**src/rtl/universal_shift_register.sv**
```systemverilog
// Universal shift register: shift/rotate in either direction, parallel load
// and hold. A counter tracks shifts within the current WIDTH-bit word. word_o
// pulses on the edge that completes a word.
module universal_shift_register #(
   parameter int              WIDTH       = 16,
   parameter logic [WIDTH-1:0] RESET_VALUE = '0,
   localparam int             CW          = $clog2(WIDTH)
) (
   input  logic             clk,
   input  logic             reset,
   input  logic             en_i,
   input  logic [2:0]       mode_i,
   input  logic             ser_i,
   input  logic [WIDTH-1:0] load_i,
   output logic [WIDTH-1:0] out_o,
   output logic             ser_o,
   output logic [CW-1:0]    count_o,
   output logic             word_o
);

   localparam logic [2:0] MODE_HOLD = 3'b000;
   localparam logic [2:0] MODE_SHL  = 3'b001;
   localparam logic [2:0] MODE_SHR  = 3'b010;
   localparam logic [2:0] MODE_ROL  = 3'b011;
   localparam logic [2:0] MODE_ROR  = 3'b100;
   localparam logic [2:0] MODE_LOAD = 3'b101;

   localparam logic [CW-1:0] COUNT_LAST = CW'(WIDTH - 1);

   logic [WIDTH-1:0] data_q, data_d;
   logic [CW-1:0]    count_q, count_d;
   logic             word_q, word_d;
   logic             counted_op;

   // Next-state: data path per mode, plus the word counter for shift/rotate ops
   always_comb begin
      data_d     = data_q;
      count_d    = count_q;
      word_d     = 1'b0;
      counted_op = 1'b0;
      if (en_i) begin
         case (mode_i)
            MODE_SHL: begin
               data_d     = {data_q[WIDTH-2:0], ser_i};
               counted_op = 1'b1;
            end
            MODE_SHR: begin
               data_d     = {ser_i, data_q[WIDTH-1:1]};
               counted_op = 1'b1;
            end
            MODE_ROL: begin
               data_d     = {data_q[WIDTH-2:0], data_q[WIDTH-1]};
               counted_op = 1'b1;
            end
            MODE_ROR: begin
               data_d     = {data_q[0], data_q[WIDTH-1:1]};
               counted_op = 1'b1;
            end
            MODE_LOAD: begin
               data_d  = load_i;
               count_d = '0;
            end
            default: begin
               // hold and the reserved encodings leave everything unchanged
               data_d = data_q;
            end
         endcase
         if (counted_op) begin
            if (count_q == COUNT_LAST) begin
               count_d = '0;
               word_d  = 1'b1;
            end else begin
               count_d = count_q + 1'b1;
            end
         end
      end
   end

   // State registers with synchronous reset taking priority over everything
   always_ff @(posedge clk) begin
      if (reset) begin
         data_q  <= RESET_VALUE;
         count_q <= '0;
         word_q  <= 1'b0;
      end else begin
         data_q  <= data_d;
         count_q <= count_d;
         word_q  <= word_d;
      end
   end

   // Serial out is the bit the next shift in the selected direction drops
   always_comb begin
      ser_o = data_q[WIDTH-1];
      if (mode_i == MODE_SHR || mode_i == MODE_ROR) begin
         ser_o = data_q[0];
      end
   end

   assign out_o   = data_q;
   assign count_o = count_q;
   assign word_o  = word_q;

   // MODE_HOLD is covered by the default branch; referenced here for clarity
   logic unused_hold;
   assign unused_hold = ^MODE_HOLD;

endmodule

```
**config.mk**
```make
export PLATFORM = sky130hd
export DESIGN_NAME = universal_shift_register
export DESIGN_NICKNAME = d
export VERILOG_FILES = /design/src/rtl/universal_shift_register.sv
export SDC_FILE = /design/constraint.sdc
export NUM_CORES = 1
export LEC_CHECK = 0
export ABC_AREA = 1
export CELL_PAD_IN_SITES_DETAIL_PLACEMENT = 2
export CELL_PAD_IN_SITES_GLOBAL_PLACEMENT = 2
export CORE_MARGIN = 2
export CORE_UTILIZATION = 21
export DETAILED_ROUTE_END_ITERATION = 10
export PLACE_DENSITY = 0.87
export SYNTH_ARGS = -nofsm -noshare
export SYNTH_HDL_FRONTEND = slang
export SYNTH_SLANG_ARGS = --single-unit
export TNS_END_PERCENT = 1
```
**constraint.sdc**
```tcl
create_clock -name clk -period 1.3 [get_ports clk]
set_input_delay 0.26 -clock clk [delete_from_list [all_inputs] [get_ports clk]]
set_output_delay 0.26 -clock clk [all_outputs]
set_load 0.02 [all_outputs]
```
-- Word-level counts from Yosys, hierarchy flattened
Index checks and enable logic that the tools add are counted.
- $add $sub $neg: 1
- reductions and logical operators: 7
- equal/unequal tests: 6
- multiplexer cells: 8
- bitwise gates (word level): 2
- operators with widths (operator ; number):
    16-bit case mux with 5 select lines ; 1
    4-bit two-way mux ; 3
    3-bit by 2-bit equality test with 1-bit output, second input constant ; 2
    3-bit equality test, second input constant ; 2
    5-bit nonzero test ; 1
    4-bit by 1-bit adder with 4-bit output, second input constant ; 1
    4-bit equality test, second input constant ; 1
    1-bit two-way mux ; 4
    2-bit AND reduction ; 2
    4-bit OR reduction ; 1
    3-bit by 1-bit equality test with 1-bit output, second input constant ; 1
    3-bit OR reduction ; 1
    1-bit inverter ; 2
    2-bit nonzero test ; 1
    1-bit logical OR ; 1
- output and inout bits: 22
- bits of input ports: 23
- word-level logic and storage cells: 27
- flip-flop bits (word level): 21

-- Depth between registers and ports, before layout
- depth in word-level cells: 6
- depth in mapped cells: 9
- mapped depth without buffers: 9

-- Least setup slack after synthesis
No wires, ideal clock.
- path type: input port to output port
- start: input mode_i[2]
- end: output ser_o
- arrival time: 1154 ps
- path buffers: 1
- slack: -114 ps
- stages: 5
- data required time: 1040 ps
- path through: inv_2 nand3_1 nand2_2 buf_4 o21ai_0
- word-level cells in the longest chain between the ends: 3
- elaborated cells on any way between the ends: 4
- those cells by class: eq/ne (2); mux (1); reduce/logical (1)
- ends and longest elaborated chain (element ; line ; RTL):
    start, declared ; 12 ; input logic [2:0] mode_i,
    3-bit by 2-bit equality test with 1-bit output / 3-bit equality test (equally long branches) ; 95 ; if (mode_i == MODE_SHR || mode_i == MODE_ROR) begin
    1-bit logical OR (*) ; 95 ;
    1-bit two-way mux (*) ; 95 ;
    end, declared ; 16 ; output logic ser_o,
Mark *: on every way between the ends. The rest lies on a longest branch, timed or not.

-- Final worst setup path
- start: register data_q[0] (netlist: out_o[0])
- end: output out_o[0]
- RTL lines (element ; line ; RTL):
    start, declared ; 30 ; logic [WIDTH-1:0] data_q, data_d;
    start signal, assigned ; 86 ; data_q <= data_d;
    end, declared ; 15 ; output logic [WIDTH-1:0] out_o,
No word-level cell between the ends.

==> key figures <==
Synth
  – Mapped Nets: 217
  – Post-Syn Instances: 193
  – Register area share after synthesis: approximately 35%
  – Distinct cells, synth: 19
  – Yosys warnings: 0
  – Mean post-synth cell area: 6.159 um^2
  – Synthesized flop and latch total: 21
  – Synthesized cell area: 0.001189 mm^2

Place
  – Placed cell area: 0.001948 mm^2
  – IO Port Bufs: 44
  – DP Worst Slack: -0.8787 ns
  – Post-DP HPWL: 3963 um
  – Placed cell count: 336
  – Gpl congestion: about 0.9

Setup path
  – Startpoint types: flop
  – CP Capture Type: output pin
  – Critical path class: reg -> out
  – Crit path cell chain: buf_4 -> clkdlybuf4s15_2
  – Critical path's slowest cell: dfxtp_2
  – Data arrival time of the worst path: 0.98 ns
  – Critical Path RT: 1.04 ns
  – Max incr delay on CP: 0.36 ns
  – Crit path max fanout: 2

Clock tree
  – Post-CTS Hold Buffers: 0
  – Reg clk slew, reported paths: 0.08 ns
  – CTS Buf Count: 3
  – H-Tree Depth: 1
  – Clock Root Buffer: clkbuf_8
  – Clk sink count: 21
  – Clock Latency Late Sink: 0.26 ns
  – Clk buf depth: 2
  – TritonCTS clock tree: built

Detailed routing
  – Initial drt markers: between 40 and 50
  – DRT antenna net count: 0
  – DRC: 0
  – Vias per inst: 4.576
  – Via count: 1565
  – WL/cell: 15.28 um
  – Drt total wl: 5227 um
  – Initial DRT Pass Iterations: 2

STA
  – Time the worst path needs with I/O delays and setup: 1.237 ns
  – Relative slew slack: 79.11%
  – Tightest Pin Transition: 0.3128 ns
  – Clock Skew: 0.004146 ns
  – Setup violators final: 0
  – Fin. Hold Viols: 0
  – Worst Slack Setup Final: 0.06279 ns
  – Final Max Tran Viols: 0
  – Max Clk Rate: a little over 0.8 GHz
  – Fin crit share: roughly 95%
  – Setup TNS: 0 ns

Pwr
  – Pwr dens: 863.7 mW/mm^2
  – Static Leak: roughly 0.95 nW
  – Maximum VDD drop: 0.5408 mV

Cells and area
  – N_diodes: 0
  – Share of post-route cells with drive strength above 1: 23.33%
  – Nets: 295
  – Layout Cells excl Fill: 342
  – Final Cell Area: 0.001998 mm^2
  – Area Overhead vs Synth: 68.11%

Die
  – Die width: about 79 um
  – Die height: about 79 um
  – IO Count: 45
  – CORE AREA: 0.005473 mm^2
  – Num rows: 27
  – Die ar.: 0.006278 mm^2
  – Initial Util: 21.72%

Global route
  – Overflow after GRT: 0
  – Largest net degree at the start of global routing: 18
  – Antenna violations before repair: 0
  – Total GRT Usage: 17.10%
  – Global-route wire length before repair: 8459 um
  – Vias in the first global route: 1762

Worst hold path
  – Hold/Removal Path Class: reg -> reg

Status
  – Status: completed

Run
  – Max-Cap Viols: 0
-- cell usage in the layout, fill, tap and decap left out, drive strengths merged --
master         Yosys  final
a21oi              5      5
clkdlybuf4s50      0     19
dlygate4sd2        0     18
clkbuf             1      7
clkinvlp           0      1
clkdlybuf4s15      0      1
nor2              32     32
buf                6     39
ha                 1      1
nand4              5      5
nor3               1      1
dfxtp             21     21
nand3             23     23
nand2             68     68
inv               11     10
o21ai             19     19
-- synthesized netlist by cell type, drive strengths merged --
master	number	area (um^2)
nand2	68	260.3
nor2	32	127.6
nand3	23	115.1
dfxtp	21	420.4
o21ai	19	98.85
inv	11	41.29
buf	6	47.54
a21oi	5	25.02
nand4	5	31.28
clkbuf	1	3.750
ha	1	12.51
nor3	1	5.000
-- worst max-delay path: cells and delay by family, from the launching register on --
kind / cells / cell delay, ns
DFF: 1 / 0.36
buffers and inverters: 2 / 0.36
-- sequential cells by signal, summed over array words and instances, names as in the netlist --
| name | cells |
|---|---|
| count_o | 4 |
| out_o | 16 |
| word_o | 1 |
-- routing by layer --
layer | global-route usage, % | up-vias | part of all wire [%]
li1 | - | 777 | -
met1 | 21.00 | 762 | 44
met2 | 31.19 | 24 | 53
met3 | 2.727 | 2 | 2.8
met4 | 3.793 | 0 | 0.44
met5 | 0 | - | 0
-- where the power goes --
part	switching, mW	internal, mW
sequential	0.0231	0.685
clock	0.221	0.218
combinational	0.312	0.267
total	0.555	1.17
-- stage by stage --
stage	hold WS [ns]	total power, mW	utilization (%)
after floorplan	0.3291	0.9813	-
after global placement	0.5064	1.288	35.60
after detailed placement	0.5213	1.315	35.60
after CTS	0.5344	1.737	36.19
after global routing	0.5638	1.851	36.51
final	0.5287	1.726	36.51
-- final timing paths --
kind                            slack, ns    endpoint        from  depth (start not counted)
worst max-delay path                 0.06    out_o[0]    out_o[0]                          2
worst min register to register       0.53  count_o[3]  count_o[3]                          2
worst max register to register       0.10   out_o[15]    out_o[0]                          8
worst min-delay path                 0.53  count_o[3]  count_o[3]                          2
-- timing repair --
item                                    in CTS  in global routing
buffers inserted                             0                  2
pin swaps                                    1                  3
resized for setup                           41                 19
gates cloned                                 0                  0
endpoints found under the hold margin        0                  0
endpoints found under the setup margin      43                 24
-- cell families after synthesis --
| group | Yosys count | share of synthesized area, % |
|---|---|---|
| and+or+nand+nor | 129 | 45.37 |
| buffers and inverters | 18 | 7.789 |
| adders and majority gates | 1 | 1.052 |
| AOI/OAI and AO/OA | 24 | 10.42 |
| DFF | 21 | 35.37 |
-- cell type report --
cell class / instances / area (um^2)
fillers: 716 / 3475
multi-input cells: 154 / 700.7
repair buffers: 80 / 690.7
flip-flops and latches: 21 / 421.7
well taps: 72 / 90.09
inverters: 11 / 50.05
clock buffers: 4 / 45.04
(Power assumes the default switching activity.)
